**config.mk**
```make
export PLATFORM = sky130hd
export DESIGN_NAME = sync_fifo_param
export DESIGN_NICKNAME = d
export VERILOG_FILES = /design/src/rtl/sync_fifo_pkg.sv /design/src/rtl/sync_fifo_mem.sv /design/src/rtl/sync_fifo_param.sv
export SDC_FILE = /design/constraint.sdc
export NUM_CORES = 1
export LEC_CHECK = 0
export CAP_MARGIN = 15
export CORE_ASPECT_RATIO = 1.5
export CORE_MARGIN = 2
export CORE_UTILIZATION = 35
export CTS_CLUSTER_DIAMETER = 50
export DETAILED_ROUTE_END_ITERATION = 12
export DONT_BUFFER_PORTS = 1
export GPL_TIMING_DRIVEN = 0
export SLEW_MARGIN = 20
export SYNTH_ARGS = -nofsm -noshare
export SYNTH_HDL_FRONTEND = slang
export SYNTH_HIERARCHICAL = 1
export SYNTH_SLANG_ARGS = --single-unit
```
**constraint.sdc**
```tcl
create_clock -name Clk -period 6.45 [get_ports Clk]
set_input_delay 0.9675 -clock Clk [delete_from_list [all_inputs] [get_ports Clk]]
set_output_delay 0.9675 -clock Clk [all_outputs]
set_load 0.05 [all_outputs]
```
**src/rtl/sync_fifo_pkg.sv**
```systemverilog
// sync_fifo_pkg
//   Shared helpers for the single-clock FIFO slice.
//   ptr_width(addr) : width of a read/write pointer (index bits + wrap bit)
//   depth(addr)     : number of storage entries for a given address width
//   count_t         : occupancy type for the default (AddrSize = 3) build.
//                     Instances with another AddrSize derive their own
//                     occupancy width from ptr_width().
package sync_fifo_pkg;

  localparam int DefaultAddrSize = 3;

  function automatic int ptr_width(input int addr);
    return addr + 1;
  endfunction

  function automatic int depth(input int addr);
    return 2 ** addr;
  endfunction

  typedef logic [DefaultAddrSize:0] count_t;

endpackage

```
**src/rtl/sync_fifo_mem.sv**
```systemverilog
// sync_fifo_mem
//   Depth x DataSize storage array with one write port and one registered
//   read port. The array itself is never reset; only the read register is.
//   Ports:
//     Clk    : clock, all state on posedge
//     Resetn : asynchronous active-low reset of the read register
//     we     : write enable
//     waddr  : write address
//     wdata  : write data
//     re     : read enable (rdata loads mem[raddr] on the next edge)
//     raddr  : read address
//     rdata  : registered read data, holds when re is low
module sync_fifo_mem
  import sync_fifo_pkg::*;
#(
  parameter int DataSize = 8,
  parameter int AddrSize = 3
) (
  input  logic                Clk,
  input  logic                Resetn,
  input  logic                we,
  input  logic [AddrSize-1:0] waddr,
  input  logic [DataSize-1:0] wdata,
  input  logic                re,
  input  logic [AddrSize-1:0] raddr,
  output logic [DataSize-1:0] rdata
);

  localparam int Depth = depth(AddrSize);

  logic [DataSize-1:0] mem [Depth];

  always_ff @(posedge Clk) begin
    if (we) begin
      mem[waddr] <= wdata;
    end
  end

  // When raddr == waddr in the same cycle (full FIFO, push and pop together)
  // the read sees the old word: the head leaves before the tail overwrites it.
  always_ff @(posedge Clk or negedge Resetn) begin
    if (!Resetn) begin
      rdata <= '0;
    end else if (re) begin
      rdata <= mem[raddr];
    end
  end

endmodule

```
**src/rtl/sync_fifo_param.sv**
```systemverilog
// sync_fifo_param
//   Single-clock FIFO with programmable almost-full/almost-empty thresholds,
//   an occupancy count and sticky overflow/underflow flags.
//   Ports:
//     Clk          : clock, all state on posedge
//     Resetn       : asynchronous active-low reset
//     Push, Pop    : write / read requests
//     DataIn       : write data, captured on an accepted Push
//     ClearErr     : synchronous clear of overflow/underflow (a new error wins)
//     DataOut      : registered read data, valid the cycle after an accepted Pop
//     full, empty  : Count == Depth / Count == 0
//     almost_full  : Count >= AlmostFullThresh
//     almost_empty : Count <= AlmostEmptyThresh
//     Count        : occupancy 0..Depth
//     overflow     : sticky, a Push was rejected
//     underflow    : sticky, a Pop was rejected
module sync_fifo_param
  import sync_fifo_pkg::*;
#(
  parameter int DataSize          = 8,
  parameter int AddrSize          = 3,
  parameter int AlmostFullThresh  = 6,
  parameter int AlmostEmptyThresh = 1
) (
  input  logic                  Clk,
  input  logic                  Resetn,
  input  logic                  Push,
  input  logic                  Pop,
  input  logic [DataSize-1:0]   DataIn,
  input  logic                  ClearErr,
  output logic [DataSize-1:0]   DataOut,
  output logic                  full,
  output logic                  empty,
  output logic                  almost_full,
  output logic                  almost_empty,
  output logic [AddrSize:0]     Count,
  output logic                  overflow,
  output logic                  underflow
);

  localparam int PtrW  = ptr_width(AddrSize);
  localparam int Depth = depth(AddrSize);

  localparam logic [PtrW-1:0] DepthC = PtrW'(Depth);
  localparam logic [PtrW-1:0] AfC    = PtrW'(AlmostFullThresh);
  localparam logic [PtrW-1:0] AeC    = PtrW'(AlmostEmptyThresh);
  localparam logic [PtrW-1:0] OneC   = PtrW'(1);

  if (DataSize < 1) begin : g_chk_data
    $error("sync_fifo_param: DataSize must be >= 1");
  end
  if (AddrSize < 1) begin : g_chk_addr
    $error("sync_fifo_param: AddrSize must be >= 1");
  end
  if (AlmostFullThresh < 1 || AlmostFullThresh > Depth) begin : g_chk_af
    $error("sync_fifo_param: AlmostFullThresh must be in 1..Depth");
  end
  if (AlmostEmptyThresh < 0 || AlmostEmptyThresh > Depth - 1) begin : g_chk_ae
    $error("sync_fifo_param: AlmostEmptyThresh must be in 0..Depth-1");
  end

  logic [PtrW-1:0] wr_ptr;
  logic [PtrW-1:0] rd_ptr;
  logic            push_ok;
  logic            pop_ok;
  logic            ovf_set;
  logic            udf_set;

  // Status flags come only from the registered Count, so they never depend
  // combinationally on this cycle's Push/Pop.
  assign full         = (Count == DepthC);
  assign empty        = (Count == '0);
  assign almost_full  = (Count >= AfC);
  assign almost_empty = (Count <= AeC);

  // A push into a full FIFO is still accepted when a pop frees the head slot
  // in the same cycle. A pop on empty is always rejected; no bypass of DataIn.
  assign push_ok = Push & (~full | Pop);
  assign pop_ok  = Pop & ~empty;

  assign ovf_set = Push & full & ~Pop;
  assign udf_set = Pop & empty;

  always_ff @(posedge Clk or negedge Resetn) begin
    if (!Resetn) begin
      wr_ptr <= '0;
      rd_ptr <= '0;
    end else begin
      if (push_ok) begin
        wr_ptr <= wr_ptr + OneC;
      end
      if (pop_ok) begin
        rd_ptr <= rd_ptr + OneC;
      end
    end
  end

  always_ff @(posedge Clk or negedge Resetn) begin
    if (!Resetn) begin
      Count <= '0;
    end else begin
      case ({push_ok, pop_ok})
        2'b10:   Count <= Count + OneC;
        2'b01:   Count <= Count - OneC;
        default: Count <= Count;
      endcase
    end
  end

  // Sticky error flags: set has priority over ClearErr in the same cycle.
  always_ff @(posedge Clk or negedge Resetn) begin
    if (!Resetn) begin
      overflow  <= 1'b0;
      underflow <= 1'b0;
    end else begin
      if (ovf_set) begin
        overflow <= 1'b1;
      end else if (ClearErr) begin
        overflow <= 1'b0;
      end
      if (udf_set) begin
        underflow <= 1'b1;
      end else if (ClearErr) begin
        underflow <= 1'b0;
      end
    end
  end

  // The occupancy register is kept alongside the pointers; both views of the
  // fill level must agree at every edge.
  always @(posedge Clk) begin
    if (Resetn) begin
      assert (Count == PtrW'(wr_ptr - rd_ptr))
        else $error("sync_fifo_param: Count disagrees with pointer difference");
    end
  end

  sync_fifo_mem #(
    .DataSize (DataSize),
    .AddrSize (AddrSize)
  ) u_mem (
    .Clk    (Clk),
    .Resetn (Resetn),
    .we     (push_ok),
    .waddr  (wr_ptr[AddrSize-1:0]),
    .wdata  (DataIn),
    .re     (pop_ok),
    .raddr  (rd_ptr[AddrSize-1:0]),
    .rdata  (DataOut)
  );

endmodule

```
* Word-level counts from Yosys, hierarchy flattened
Memories as Yosys holds them, arrays and structs flattened. A register that Yosys moved wholly into a read port is not among the register bits.
Index checks and enable logic that the tools add are counted.
** Cells by class
- Add/subtract/negate cells :: 4
- Magnitude comparators :: 2
- Eq/ne operators :: 3
- Multiplexer cells :: 6
- Bitwise logic cells :: 9
- Reductions and logical operators :: 5
** Operators with widths (number)
- $add 4x1->4 const B :: 3
- $pmux 4 s2 :: 1
- $reduce_bool 2->1 :: 3
- $and 1x1->1 :: 5
- $mux 1 :: 5
- $eq 4x4->1 const B :: 1
- $ge 4x3->1 const B :: 1
- $le 4x1->1 const B :: 1
- $logic_not 4->1 :: 1
- $sub 4x1->4 const B :: 1
- $not 1->1 :: 3
- $eq 2x1->1 const B :: 1
- $eq 2x2->1 const B :: 1
- $logic_not 1->1 :: 1
- $or 1x1->1 :: 1
** Word-level totals
- Register bits after elaboration :: 14
- Bits in writable memories :: 64
- Word-level logic and storage cells :: 35
- Memories kept :: 1
** Memory list
- u_mem.mem :: words 8, width 8, rd ports 1, clocked after memory_dff 1, write ports 1, line sync_fifo_mem.sv:31 : logic [DataSize-1:0] mem [Depth];

* Depth between registers and ports, before layout
Gate-level depths: netlist of the first run.
- Depth after elaboration :: 6
- Mapped depth :: 9
- Mapped depth without buffers :: 9

* Modules after synthesis
The synthesis of the first run kept the hierarchy.
** By module, submodules not included
- sync_fifo_mem :: times used 1, cells each 169, area an instance 2861.5 µm²
- sync_fifo_param :: times used 1, cells each 59, area an instance 654.4 µm²

* Worst setup path before layout of the first run
Ideal clock, no wire load.
- Path type :: reg-to-output
- Start :: reg Count[0]
- End :: out almost_empty
- Arrival time :: 2.040 ns
- Data required time :: 5.483 ns
- Path slack :: 3.443 ns
- Cell stages (with the launch flop) :: 5
- Path buffers :: 0
- Path through :: dfrtp_1 inv_1 ha_1 nor2_1 nor3_1
** Between the ends
- Word-level cells in the longest chain between the ends :: 1
** Ends and longest elaborated chain
- start, declared :: line sync_fifo_param.sv:36 : output logic [AddrSize:0] Count,
- start signal, assigned :: line sync_fifo_param.sv:103 : 2'b10: Count <= Count + OneC;
- start signal, assigned :: line sync_fifo_param.sv:104 : 2'b01: Count <= Count - OneC;
- start signal, assigned :: line sync_fifo_param.sv:105 : default: Count <= Count;
- $le 4x1->1 :: line sync_fifo_param.sv:74 : assign almost_empty = (Count <= AeC);
- end, declared :: line sync_fifo_param.sv:35 : output logic almost_empty,
Every way passes these cells.

* Final worst setup path of the first run
- Start :: reg Count[1]
- End :: out empty
** Between the ends
- Word-level cells in the longest chain between the ends :: 1
** Ends and longest elaborated chain
- $logic_not 4->1 :: line sync_fifo_param.sv:72 : assign empty = (Count == '0);
- end, declared :: line sync_fifo_param.sv:33 : output logic empty,
Every way passes these cells.

==> results.sh, run 1 <==
export IMPL_critPathCaptureType="primary output"
export IMPL_synth_cell_types=35
export IMPL_dpl_instance_area_um2=3670
export IMPL_port_buffers=0
export IMPL_avgViaCountPerCell=5.20
export IMPL_cts_buffer_depth=2
export IMPL_leakagePower_nw=1.50
export IMPL_fillers=870
export IMPL_syn_inst=228
export IMPL_route_met3_wl_um=480
export IMPL_htreeDepth=3
export IMPL_clock_fmax_ghz=0.313
export IMPL_grt_pass1_wl_mm=11.3
export IMPL_synth_top_cell_by_area="edfxtp_1"
export IMPL_syn_area_um2=3520
export IMPL_fin_area_um2=3990
export IMPL_die_h_um=127
export IMPL_powerDensity_nw_per_um2=515
export IMPL_vias=1868
export IMPL_grt_max_degree=21
export IMPL_maxSlewHeadroom=0.366
export IMPL_cp_max_fo=8
export IMPL_crit_arrival_ns=2.23
export IMPL_ys_flop_type="edfxtp_1"
export IMPL_grt_overflow=0
export IMPL_rsz0062_at_grt="no"
export IMPL_firstDrtPassIters=6
export IMPL_crit_type="reg2out"
export IMPL_grt_pass1_vias=2026
export IMPL_hold_class="in2async"
export IMPL_required_ns=5.48
export IMPL_cts_root_buf="clkbuf_16"
export IMPL_groute_usage_overall=0.144
export IMPL_start_util=0.361
export IMPL_rows=44
export IMPL_irDropWorstVdd_mv=0.219
export IMPL_die_x_um=85.8
export IMPL_yosys_top_cells_count="64 x edfxtp_1, 25 x mux2i_1, 20 x dfrtp_1"
export IMPL_core_area_um2=9740
export IMPL_clk_latency_ns=0.33
export IMPL_synth_top_area_share=0.547
export IMPL_max_slew_worst_pin_slew_ns=0.948
export IMPL_multi_input_area_um2=1000
export IMPL_synth_most_common_cell="edfxtp_1"
export IMPL_setup_ws_ns=3.25
export IMPL_antenna_found_initial=0
export IMPL_async_flop_share=0.238
export IMPL_critical_path_most_common_cell="inv_1"
export IMPL_yosys_warnings=6
export IMPL_hpwl_mm=4.61
export IMPL_met2_length_mm=3.61
export IMPL_pin_count=31
export IMPL_cts_resized=0
export IMPL_worstPathCellList="inv_1 -> ha_1 -> or3b_2 -> inv_1"
export IMPL_post_route_min_period_ns=3.20
export IMPL_total_power_mw=2.06
export IMPL_antenna_cells=0
export IMPL_drive_gt1_frac=0.119
export IMPL_area_delta_synth_final_pct=13.6
export IMPL_setup_viol=0
export IMPL_synth_nets=249
export IMPL_wl_per_cell_um=19.7
export IMPL_place_gp_congestion=0.727
export IMPL_hold_buffers=0
export IMPL_fp_dieArea_um2=10900
export IMPL_finalHoldViolCount=0
export IMPL_max_cap_violations=0
export IMPL_synth_area_top_cells="edfxtp_1 55%, dfrtp_1 14%, mux2i_1 7.1%, ha_1 2.8%, nor2b_1 2.8%"
export IMPL_slew_viol_final=0
export IMPL_fin_nets=260
export IMPL_drt_initial_drc_count=156
export IMPL_place_ws_ns=3.47
export IMPL_worst_setup_path_start_kind="flop"
export IMPL_path_clk_slew_ns=0.06
export IMPL_cts_setup_buffers=0
export IMPL_cpMaxStageDelayCell="dfrtp_1"
export IMPL_fin_setup_tns_ns=0
export IMPL_syn_avg_cell_area_um2=15.4
export IMPL_register_area_um2=2420
export IMPL_fin_skew_ns=0.00513
export IMPL_ys_ff_latch=84
export IMPL_ant_nets=0
export IMPL_m1WireLength_mm=2.90
export IMPL_synth_edff_count=64
export IMPL_routed_wl_mm=7.07
export IMPL_cts_tree="done"
export IMPL_cts_sinks=84
export IMPL_fin_crit_sh=0.495
export IMPL_cp_slowest_stage_delay_ns=0.63
export IMPL_synth_seq_area_share=0.689
export IMPL_top_layer_used="met4"
export IMPL_status="finished, final reports clean"
export IMPL_numCtsBuffers=9
export IMPL_drcViolationCount=0
[sequential cells by signal, summed over array words and instances, names as in the netlist]
signal	cells
wr_ptr	3
overflow	1
Count	4
rd_ptr	3
u_mem/rdata	8
underflow	1
u_mem/mem	64
[final timing paths]
path	slack, ns	from	cells after the start	end
max	3.25	Count[1]	4	empty
min	0.32	Resetn	0	rd_ptr[0]
max reg2reg	3.49	Count[0]	9	Count[3]
min reg2reg	0.49	wr_ptr[2]	1	wr_ptr[2]
max in group asynchronous	6.05	Resetn	0	u_mem/rdata[6]
min in group Clk	0.49	wr_ptr[2]	1	wr_ptr[2]
[metrics by stage]
step,hold slack (ns),util,std cells
final,0.323,0.410,359
after global routing,0.304,0.410,359
after CTS,0.311,0.410,359
after detailed placement,0.489,0.377,343
after global placement,0.484,0.376,343
after floorplan,0.459,-,228
[kinds of logic (layout without fill, tap and decap cells)]
kind of cell,Yosys count,count (layout),share of synthesized area
AOI/OAI and AO/OA,31,31,0.0726
xor gates and xnor gates,8,8,0.0199
adders and majority gates,8,8,0.0285
buffers and inverters,18,34,0.0295
DFF,84,84,0.689
muxes,27,27,0.0776
and+or+nand+nor,52,52,0.0829
[per-layer routing]
| metal | GRT usage | vias up |
|---|---|---|
| met4 | 0.0532 | 0 |
| met5 | 0 | - |
| met1 | 0.174 | 927 |
| met3 | 0.0573 | 5 |
| li1 | - | 884 |
| met2 | 0.231 | 52 |
[cell type report]
cell class | instances | share of cell area
sequential | 84 | 0.607
multi-input combinational | 126 | 0.252
clock buffer | 11 | 0.0608
tap | 115 | 0.0360
clock inverter | 5 | 0.0188
buffer | 9 | 0.0175
inverter | 9 | 0.00846
[power breakdown]
| part | switching, mW | internal, mW |
|---|---|---|
| sequential | 0.237 | 0.707 |
| clock | 0.192 | 0.347 |
| combinational | 0.341 | 0.233 |
[critical path: cells and delay by family (launching register included)]
kind | cells | cell delay (ns)
flip-flops | 1 | 0.63
buffers and inverters | 2 | 0.59
AND/OR/NAND/NOR | 1 | 0.49
adder cells (fa/ha/maj) | 1 | 0.18
[placed cells by master, fill, tap and decap left out, types with 3 or more instances in the layout]
master and n:
a211o_1 8, a22oi_1 8, a41o_1 8, clkbuf_16 9
dfrtp_1 20, edfxtp_1 64, ha_1 8, inv_1 9
mux2i_1 25, nand2_1 4, nand2b_1 5, nand3_1 9
nor2_1 8, nor2b_1 16, nor3_2 3, o21ai_0 3
xnor2_1 6
(Power assumes the default switching activity.)
==> inputs of run 2 (changes only) <==
Clock period 6.45 ns to 2.8 ns, I/O delays scaled along.
==> results.sh, run 2 (synthesis gave the netlist of run 1 again) <==
export IMPL_cts_buffer_depth=2
export IMPL_finalHoldViolCount=0
export IMPL_firstDrtPassIters=4
export IMPL_antenna_cells=0
export IMPL_cts_tree="done"
export IMPL_area_delta_synth_final_pct=15.1
export IMPL_rows=44
export IMPL_grt_max_degree=21
export IMPL_vias=1871
export IMPL_pin_count=31
export IMPL_drt_initial_drc_count=178
export IMPL_antenna_found_initial=0
export IMPL_drcViolationCount=0
export IMPL_core_area_um2=9740
export IMPL_path_clk_slew_ns=0.06
export IMPL_required_ns=2.75
export IMPL_final_cell_mix="64 x edfxtp_1, 25 x mux2i_1, 18 x dfrtp_1"
export IMPL_irDropWorstVdd_mv=0.540
export IMPL_hold_ws_ns=0.180
export IMPL_setup_viol=0
export IMPL_groute_usage_overall=0.144
export IMPL_max_cap_violations=0
export IMPL_crit_type="reg2reg"
export IMPL_dp_cells=343
export IMPL_die_x_um=85.8
export IMPL_wl_per_cell_um=19.7
export IMPL_die_h_um=127
export IMPL_powerDensity_nw_per_um2=1180
export IMPL_grt_pass1_vias=2044
export IMPL_place_gp_congestion=0.727
export IMPL_reg_largest_list="u_mem/mem (64), u_mem/rdata (8), Count (4)"
export IMPL_stdcell_count=362
export IMPL_cp_max_fo=8
export IMPL_drive_gt1_frac=0.142
export IMPL_hpwl_mm=4.61
export IMPL_largest_reg_flops=64
export IMPL_clk_latency_ns=0.33
export IMPL_cts_sinks=84
export IMPL_grt_pass1_wl_mm=11.3
export IMPL_routed_wl_mm=7.13
export IMPL_multi_input_area_um2=1010
export IMPL_fin_crit_sh=0.921
export IMPL_leakagePower_nw=1.51
export IMPL_worst_setup_path_start_kind="flop"
export IMPL_clock_fmax_ghz=0.388
export IMPL_port_buffers=0
export IMPL_fin_nets=263
export IMPL_max_slew_worst_pin_slew_ns=0.968
export IMPL_register_area_um2=2430
export IMPL_htreeDepth=3
export IMPL_fin_skew_ns=0.00462
export IMPL_critPathCaptureType="flop"
export IMPL_grt_overflow=0
export IMPL_hold_class="in2reg"
export IMPL_fp_dieArea_um2=10900
export IMPL_fillers=866
export IMPL_status="finished, final reports clean"
export IMPL_max_flop_register="u_mem/mem"
export IMPL_avgViaCountPerCell=5.17
export IMPL_ant_nets=0
export IMPL_slew_viol_final=0
export IMPL_start_util=0.361
export IMPL_cts_root_buf="clkbuf_16"
export IMPL_numCtsBuffers=9
export IMPL_rsz0062_at_grt="no"
export IMPL_mostFrequentLayoutCell="edfxtp_1"
export IMPL_post_route_min_period_ns=2.58
export IMPL_crit_arrival_ns=2.53
export IMPL_maxSlewHeadroom=0.352
-- run 2: cell type report --
class | count | area share
buffer | 9 | 0.0173
clock inverter | 5 | 0.0186
inverter | 9 | 0.00928
sequential | 84 | 0.601
timing repair buffer | 3 | 0.00928
tap | 115 | 0.0356
clock buffer | 11 | 0.0600
multi-input combinational | 126 | 0.249
-- run 2: timing repair --
item | 4_1_cts | 5_1_grt
setup buffers | 0 | 1
setup endpoints to repair | 65 | 49
endpoints found under the hold margin | 20 | 0
hold buffers | 2 | 0
resized for setup | 2 | 4
-- run 2: path summary, 6_finish.rpt --
path                                start         endpoint  slack, ns  cells past startpoint
worst max-delay path             Count[0]  u_mem/mem[6][0]       0.22                      7
worst min-delay path             ClearErr         overflow       0.18                      1
worst max register to register   Count[0]  u_mem/mem[6][0]       0.22                      7
worst min register to register  wr_ptr[2]        wr_ptr[2]       0.49                      1
max in group asynchronous          Resetn         Count[0]       2.11                      2
min in group asynchronous          Resetn        rd_ptr[0]       0.53                      2
-- run 2: through the flow --
stage	utilization	setup TNS, ns	setup slack (ns)	cell area, um^2	total power, mW
finish	0.415	0	0.221	4050	4.77
global route	0.415	0	0.0802	4050	5.04
CTS	0.413	0	0.0384	4030	4.80
detailed placement	0.377	-5.31	-0.181	3670	3.54
global placement	0.376	-8.74	-0.430	3660	3.50
floorplan	-	0	0.208	3520	3.17
-- run 2: critical path, cell delays in order (launching register included) --
cell	delay [ns]
dfrtp_4	0.55
inv_1	0.12
ha_1	0.22
nand3b_1	0.20
o21ai_2	0.14
inv_1	0.09
nand2_1	0.11
nor2_1	0.77
-- run 2: per-layer routing --
layer	track usage	share of wire	wire length [um]	vias to the layer above
met2	0.233	0.50	3590	54
met3	0.0573	0.064	455	10
met1	0.173	0.41	2940	916
met5	0	0	0	-
met4	0.0532	0.020	144	0
li1	-	-	-	891
-- run 2: power by group --
part           switching [mW]  internal, mW  total [mW]
clock network           0.434         0.799        1.23
logic                   0.803         0.546        1.35
registers               0.548          1.64        2.19
